==> src/rtl/pc_sequencer.sv <==
// KGP-RISC program-counter sequencer: fetch/decode/execute FSM that resolves branches and runs execute ops via an ex_start/ex_done handshake.
// Branch 4 cycles, execute 5+N; stalls in WAIT until i_ex_done; optional return stack when PC_SEQ_RAS_EN is defined.
module pc_sequencer #(
  parameter int PC_W      = 8,
  parameter int RAS_DEPTH = 4
) (
  input  logic            i_clk,
  input  logic            i_rst,
  input  logic            i_run,
  output logic [PC_W-1:0] o_imem_addr,
  input  logic [31:0]     i_instr,
  output logic [2:0]      o_opcode,
  output logic [3:0]      o_fcode,
  output logic [PC_W-1:0] o_branch_addr,
  output logic [PC_W-1:0] o_pc,
  input  logic [PC_W-1:0] i_branch_PC,
  input  logic            i_PC_select,
  output logic            o_ex_start,
  input  logic            i_ex_done,
  input  logic            i_flag_we,
  input  logic [3:0]      i_flags_in,
  output logic            o_carryFlag,
  output logic            o_zeroFlag,
  output logic            o_overflowFlag,
  output logic            o_signFlag,
  output logic            o_halted,
  output logic            o_ras_err
);
  localparam logic [2:0] OP_BRANCH = 3'b011;
  localparam logic [2:0] OP_HALT   = 3'b111;

  typedef enum logic [2:0] {
    S_IDLE, S_FETCH, S_DECODE, S_EXEC, S_WAIT, S_UPDATE, S_HALT
  } state_t;

  state_t          r_state, w_state_nxt;
  logic [PC_W-1:0] r_pc, w_pc_inc, w_pc_nxt;
  logic [31:0]     r_ir;
  logic [3:0]      r_flags;
  logic            w_is_branch;
  logic            w_unused_ir;

  assign w_is_branch = (r_ir[31:29] == OP_BRANCH);
  assign w_pc_inc    = r_pc + PC_W'(1);
  assign w_unused_ir = ^r_ir[24:PC_W];

  always_comb begin
    w_state_nxt = r_state;
    o_ex_start  = 1'b0;
    case (r_state)
      S_IDLE:   if (i_run) w_state_nxt = S_FETCH;
      S_FETCH:  w_state_nxt = S_DECODE;
      S_DECODE: w_state_nxt = S_EXEC;
      S_EXEC: begin
        if (r_ir[31:29] == OP_HALT) begin
          w_state_nxt = S_HALT;
        end else if (w_is_branch) begin
          w_state_nxt = S_UPDATE;
        end else begin
          o_ex_start  = 1'b1;
          w_state_nxt = S_WAIT;
        end
      end
      S_WAIT:   if (i_ex_done) w_state_nxt = S_UPDATE;
      S_UPDATE: w_state_nxt = i_run ? S_FETCH : S_IDLE;
      S_HALT:   w_state_nxt = S_HALT;
      default:  w_state_nxt = S_IDLE;
    endcase
  end

`ifdef PC_SEQ_RAS_EN
  localparam int SP_W = $clog2(RAS_DEPTH);

  logic [PC_W-1:0] r_ras [RAS_DEPTH];
  logic [SP_W-1:0] r_sp, w_sp_dec;
  logic [SP_W:0]   r_cnt;
  logic            r_ras_err;
  logic            w_call, w_ret, w_empty, w_full;

  assign w_call   = (r_state == S_UPDATE) && w_is_branch && (r_ir[28:25] == 4'b1001);
  assign w_ret    = (r_state == S_UPDATE) && w_is_branch && (r_ir[28:25] == 4'b1010);
  assign w_empty  = (r_cnt == '0);
  assign w_full   = (r_cnt == (SP_W+1)'(RAS_DEPTH));
  assign w_sp_dec = r_sp - SP_W'(1);

  always_comb begin
    w_pc_nxt = w_pc_inc;
    if (w_ret) begin
      w_pc_nxt = w_empty ? i_branch_PC : r_ras[w_sp_dec];
    end else if (w_is_branch && i_PC_select) begin
      w_pc_nxt = i_branch_PC;
    end
  end

  // Circular stack: a push when full overwrites the oldest entry.
  always_ff @(posedge i_clk) begin
    if (i_rst) begin
      r_sp      <= '0;
      r_cnt     <= '0;
      r_ras_err <= 1'b0;
    end else if (w_call) begin
      r_ras[r_sp] <= w_pc_inc;
      r_sp        <= r_sp + SP_W'(1);
      if (w_full) r_ras_err <= 1'b1;
      else        r_cnt     <= r_cnt + (SP_W+1)'(1);
    end else if (w_ret) begin
      if (w_empty) begin
        r_ras_err <= 1'b1;
      end else begin
        r_sp  <= w_sp_dec;
        r_cnt <= r_cnt - (SP_W+1)'(1);
      end
    end
  end

  assign o_ras_err = r_ras_err;
`else
  localparam int unused_ras_depth = RAS_DEPTH;

  assign w_pc_nxt  = (w_is_branch && i_PC_select) ? i_branch_PC : w_pc_inc;
  assign o_ras_err = 1'b0;
`endif

  always_ff @(posedge i_clk) begin
    if (i_rst) begin
      r_state <= S_IDLE;
      r_pc    <= '0;
      r_ir    <= '0;
      r_flags <= '0;
    end else begin
      r_state <= w_state_nxt;
      case (r_state)
        S_IDLE:   if (i_run) r_pc <= '0;
        S_DECODE: r_ir <= i_instr;
        S_WAIT:   if (i_ex_done && i_flag_we) r_flags <= i_flags_in;
        S_UPDATE: r_pc <= w_pc_nxt;
        default:  ;
      endcase
    end
  end

  assign o_imem_addr    = r_pc;
  assign o_pc           = r_pc;
  assign o_opcode       = r_ir[31:29];
  assign o_fcode        = r_ir[28:25];
  assign o_branch_addr  = r_ir[PC_W-1:0];
  assign o_carryFlag    = r_flags[3];
  assign o_zeroFlag     = r_flags[2];
  assign o_overflowFlag = r_flags[1];
  assign o_signFlag     = r_flags[0];
  assign o_halted       = (r_state == S_HALT);
endmodule

==> config.mk <==
export PLATFORM = sky130hd
export DESIGN_NAME = pc_sequencer
export DESIGN_NICKNAME = d
export VERILOG_FILES = /design/src/rtl/pc_sequencer.sv
export SDC_FILE = /design/constraint.sdc
export NUM_CORES = 1
export LEC_CHECK = 0
export CORE_MARGIN = 3
export CORE_UTILIZATION = 35
export CTS_CLUSTER_DIAMETER = 200
export DETAILED_ROUTE_END_ITERATION = 10
export PLACE_DENSITY_LB_ADDON = 0.08
export SLEW_MARGIN = 20
export SYNTH_ARGS = -nofsm -noshare
export SYNTH_HDL_FRONTEND = slang
export SYNTH_SLANG_ARGS = --single-unit
==> constraint.sdc <==
create_clock -name i_clk -period 3.06 [get_ports i_clk]
set_input_delay 0.459 -clock i_clk [delete_from_list [all_inputs] [get_ports i_clk]]
set_output_delay 0.459 -clock i_clk [all_outputs]
set_load 0.1 [all_outputs]
# --- After elaboration in Yosys (flattened, before gate mapping) ---
# Index checks and enable logic that the tools add are counted.
totals:
  register_bits: 47
  input_bits: 50
  output_inout_bits: 38
  elab_cells: 34
classes:
  add_sub_neg: 1
  eq_ne: 10
  mux: 12
  reduce_logical: 7
op_table:
  columns: ["op", "n"]
  rows:
  - ["$pmux 3 s7", 1]
  - ["$mux 8", 2]
  - ["$pmux 8 s2", 1]
  - ["$eq 3x3->1 const B", 4]
  - ["$eq 3x2->1 const B", 3]
  - ["$add 8x1->8 const B", 1]
  - ["$mux 3", 2]
  - ["$reduce_and 2->1", 3]
  - ["$mux 1", 5]
  - ["$ne 2x2->1 const B", 2]
  - ["$eq 3x1->1 const B", 1]
  - ["$logic_not 3->1", 1]
  - ["$logic_and 1x1->1", 2]
  - ["$mux 2", 1]
  - ["$reduce_bool 2->1", 1]

# --- Longest topological paths before layout ---
logic_depth:
  word_depth: 4
  ltp_mapped: 6

# --- Worst setup path before layout ---
# No wires, ideal clock.
synth_timing:
  path_type: "reg2out"
  from: "reg r_ir[30]"
  to: "out o_ex_start"
  arrival_ns: 2.327
  required_time_ns: 2.601
  setup_slack_ns: 0.274
  stages_incl_launch_ff: 2
  path_buffers: 0
  cell_sequence: "dfxtp_1 > a21oi_1"
synth_via:
  elab_chain_cells: 4
  word_cells_on_any_way: 5
  cone_classes: "eq/ne (2); mux (3)"
synth_lines:
  columns: ["item", "line_no", "text"]
  rows:
  - ["start, declared", "38", "logic [31:0] r_ir;"]
  - ["start signal, assigned", "134", "S_DECODE: r_ir <= i_instr;"]
  - ["$eq 3x2->1", "43", "assign w_is_branch = (r_ir[31:29] == OP_BRANCH);"]
  - ["$mux 1", "57", "end else if (w_is_branch) begin"]
  - ["$mux 1 (*)", "55", "if (r_ir[31:29] == OP_HALT) begin"]
  - ["$mux 1 (*)", "50", "case (r_state)"]
  - ["end, declared", "18", "output logic o_ex_start,"]
# Every way passes the cells marked *; elsewhere a longest branch is shown, timed or not.

# --- Final worst setup path ---
layout_timing:
  from: "reg r_state[1]"
  to: "out o_ex_start"
layout_via:
  elab_chain_cells: 2
layout_lines:
  columns: ["item", "line_no", "text"]
  rows:
  - ["start, declared", "36", "state_t r_state, w_state_nxt;"]
  - ["start signal, assigned", "131", "r_state <= w_state_nxt;"]
  - ["$eq 3x2->1", "50", null]
  - ["$mux 1", "50", null]
# No other way between the ends.

==> flow_summary.yaml <==
yosys:
  post-synth-top-area-fraction_pct: 41.6
  postSynth.asyncResetShare_pct: 0
  yosysSeqAreaShare_pct: 41.6
  synth.cell_area_sq_um: 1440
  synth-edff-count: 0
  synth.ff_latch_count: 30
  netlist_instances: 173
  ys_warn_count: 0
  most_common_cell_in_the_netlist: "sky130_fd_sc_hd__nand2_1"
  postSynthAreaPerCell_sq_um: 8.35
  synth.area.top_cells: "sky130_fd_sc_hd__dfxtp_1 (42%), sky130_fd_sc_hd__nand2_1 (10%), sky130_fd_sc_hd__a21oi_1 (8.0%)"
  synth-main-ff-cell: "sky130_fd_sc_hd__dfxtp_1"
  synth_fp_nets: 224
  yosys-top-cells-count: "sky130_fd_sc_hd__nand2_1 (39), sky130_fd_sc_hd__dfxtp_1 (30), sky130_fd_sc_hd__a21oi_1 (23)"
  synthDistinctLibCells: 39
  synthDominantAreaCellType: "sky130_fd_sc_hd__dfxtp_1"
timing:
  timing.max_slew.rel_slack_pct: 62.6
  finalCritPeriodShare_pct: 63.6
  final-hold-violation-count: 0
  maxClockFrequency_ghz: 0.514
  setup_skew_ps: 4.15
  final-setup-viol-count: 0
  max_slew.worst_pin.slew_ps: 560
  worst_hold_slack_ps: 456
  rsz_0062_raised_after_global_routing: "false"
  final_period_minus_worst_setup_slack_ps: 1940
  report.final.slew_viol_count: 0
  final.setup.tns_ps: 0
worst_setup_path:
  cp_slowest_cell: "sky130_fd_sc_hd__dfxtp_1"
  critical_path.max_fanout: 7
  critical_path_required_ps: 2600
  worstSetupPathType: "flip-flop to primary output"
  cp_slowest_stage_delay_ps: 430
  timing.critical_path.cells: "nor2b_2, nand2_1, a21oi_1, buf_4"
  start_kind: "flip-flop"
  end_kind: "primary output"
  worstPathArrival_ps: 1490
power_and_ir_drop:
  p_per_area_nw_per_um2: 486
  p_leak_nw: 0.882
  power_w: 0.00102
  peakVddDrop_v: 0.000329
floorplan:
  die_footprint_sq_um: 4930
  core_ar_sq_um: 3830
  die_x_um: 70.2
  height_of_the_die_um: 70.2
  core.rowCount: 22
  io-pin-count: 88
  initial_core_util_pct: 37.7
place:
  finalWeightedCongestion: 0.825
  post-dp-hpwl_um: 2740
  buffer_ports.inserted: 69
  dpl.cell_count: 274
finish:
  finalCoreUtilization_pct: 54.7
  area_growth_syn_to_layout_pct: 44.9
  post_route_cells_drive_above_1_share_pct: 22.2
  stdcell_count: 282
  antenna-diode-count: 0
  nFillCells: 357
  design.final.nets: 284
flow_run:
  max_cap_violations: 0
routing:
  postRouteWirelength_um: 3670
  vias_per_cell: 5.00
  route.antenna.remaining_nets: 0
  wl_per_instance_um: 13.0
  first_iter_violations: 51
  vias: 1411
  dr.pass1.iters: 4
  drc_errors: 0
grt:
  grt_start_max_net_pins: 23
  groute.usage.overall_pct: 15.4
  gr-max-usage-layer: "met2"
  initial_antenna_violation_count: 0
  grt_pass1_wl_um: 6200
  global_route.overflow_total: 0
  groute.layer.met1.usage_pct: 17.6
  grt_use_met2_pct: 25.2
  globalRouteMet3Util_pct: 6.91
  first_global_vias: 1374
clock_tree:
  clk_latency_ps: 270
  clkSinkCount: 30
  cts.hold.buffers_added: 0
  cts.repair_timing.setup_buffer_count: 0
  cts.clk_slew.worst_paths_ps: 60
  numCtsBuffers: 5
  max-clock-path-buffers: 2
  cts_max_level: 2
  clock_tree.root_cell: "sky130_fd_sc_hd__clkbuf_8"
  cts_tree: "built"
  cts_repair_resize_count: 0
hold_path:
  hold_path_class: "flip-flop to flip-flop"
run_status:
  outcome: "complete, no violations"
[kinds of logic after synthesis]
group                    after synthesis  synth area share, %
AND/OR/NAND/NOR                       73                 25.7
AO/OA/AOI/OAI                         41                 18.5
flip-flops                            30                 41.6
buffers and inverters                 20                 8.32
multiplexers                           6                 4.16
adder cells (fa/ha/maj)                1                0.866
other                                  1                0.260
XOR/XNOR                               1                0.607
[through the flow]
step	instance area, sq um	setup WS (ps)
final	2090	1120
after global routing	2090	1020
after CTS	2090	1100
after detailed placement	2000	1180
after global placement	2000	1190
after floorplan	1440	274
[where the power goes]
group / total (W) / switching (W) / leakage, nW / internal [W]
sequential: 0.000432 / 0.0000222 / 0.243 / 0.000410
combinational: 0.000268 / 0.000183 / 0.590 / 0.0000855
clock: 0.000315 / 0.000134 / 0.0482 / 0.000181
[sequential cells by signal, summed over array words and instances (netlist names)]
signal,flops
r_state,3
r_ir,15
o_imem_addr,8
r_flags,4
[routing by layer]
| metal | routed length (um) | share of wire (%) |
|---|---|---|
| met1 | 1520 | 41 |
| met2 | 1770 | 48 |
| met5 | 0 | 0 |
| met4 | 44 | 1.2 |
| met3 | 331 | 9.0 |
[critical path, delay by kind of cell (launching register included)]
| kind | cells | cell delay, ps |
|---|---|---|
| compound gates | 1 | 150 |
| buf+inv | 1 | 310 |
| flops | 1 | 430 |
| simple gates | 2 | 330 |
[cell usage in the layout (no fill, tap or decap), types with 4 or more instances in the layout]
cell / n
sky130_fd_sc_hd__a21oi_1: 23
sky130_fd_sc_hd__buf_4: 38
sky130_fd_sc_hd__clkbuf_8: 6
sky130_fd_sc_hd__clkdlybuf4s50_1: 32
sky130_fd_sc_hd__dfxtp_1: 30
sky130_fd_sc_hd__mux2i_1: 6
sky130_fd_sc_hd__nand2_1: 39
sky130_fd_sc_hd__nand3_1: 4
sky130_fd_sc_hd__nor2_1: 8
[final timing paths]
kind	startpoint	to	slack, ps	cells after the start
setup / recovery	r_state[1]	o_ex_start	1120	4
hold / removal	r_ir[2]	r_ir[2]	460	2
setup reg to reg	r_state[2]	r_ir[26]	1640	4
hold reg to reg	r_ir[2]	r_ir[2]	460	2
[final cells by class]
cell class              count  area, sq um  share of cell area [%]
multi-input cells         123          723                    34.6
inverters                   3         11.3                   0.538
repair buffers             70          606                    28.9
well taps                  48         60.1                    2.87
clock inverters             1         5.00                   0.239
clock buffers               7         86.3                    4.13
flip-flops and latches     30          601                    28.7
Note: power is estimated with default switching activity, not from simulation.
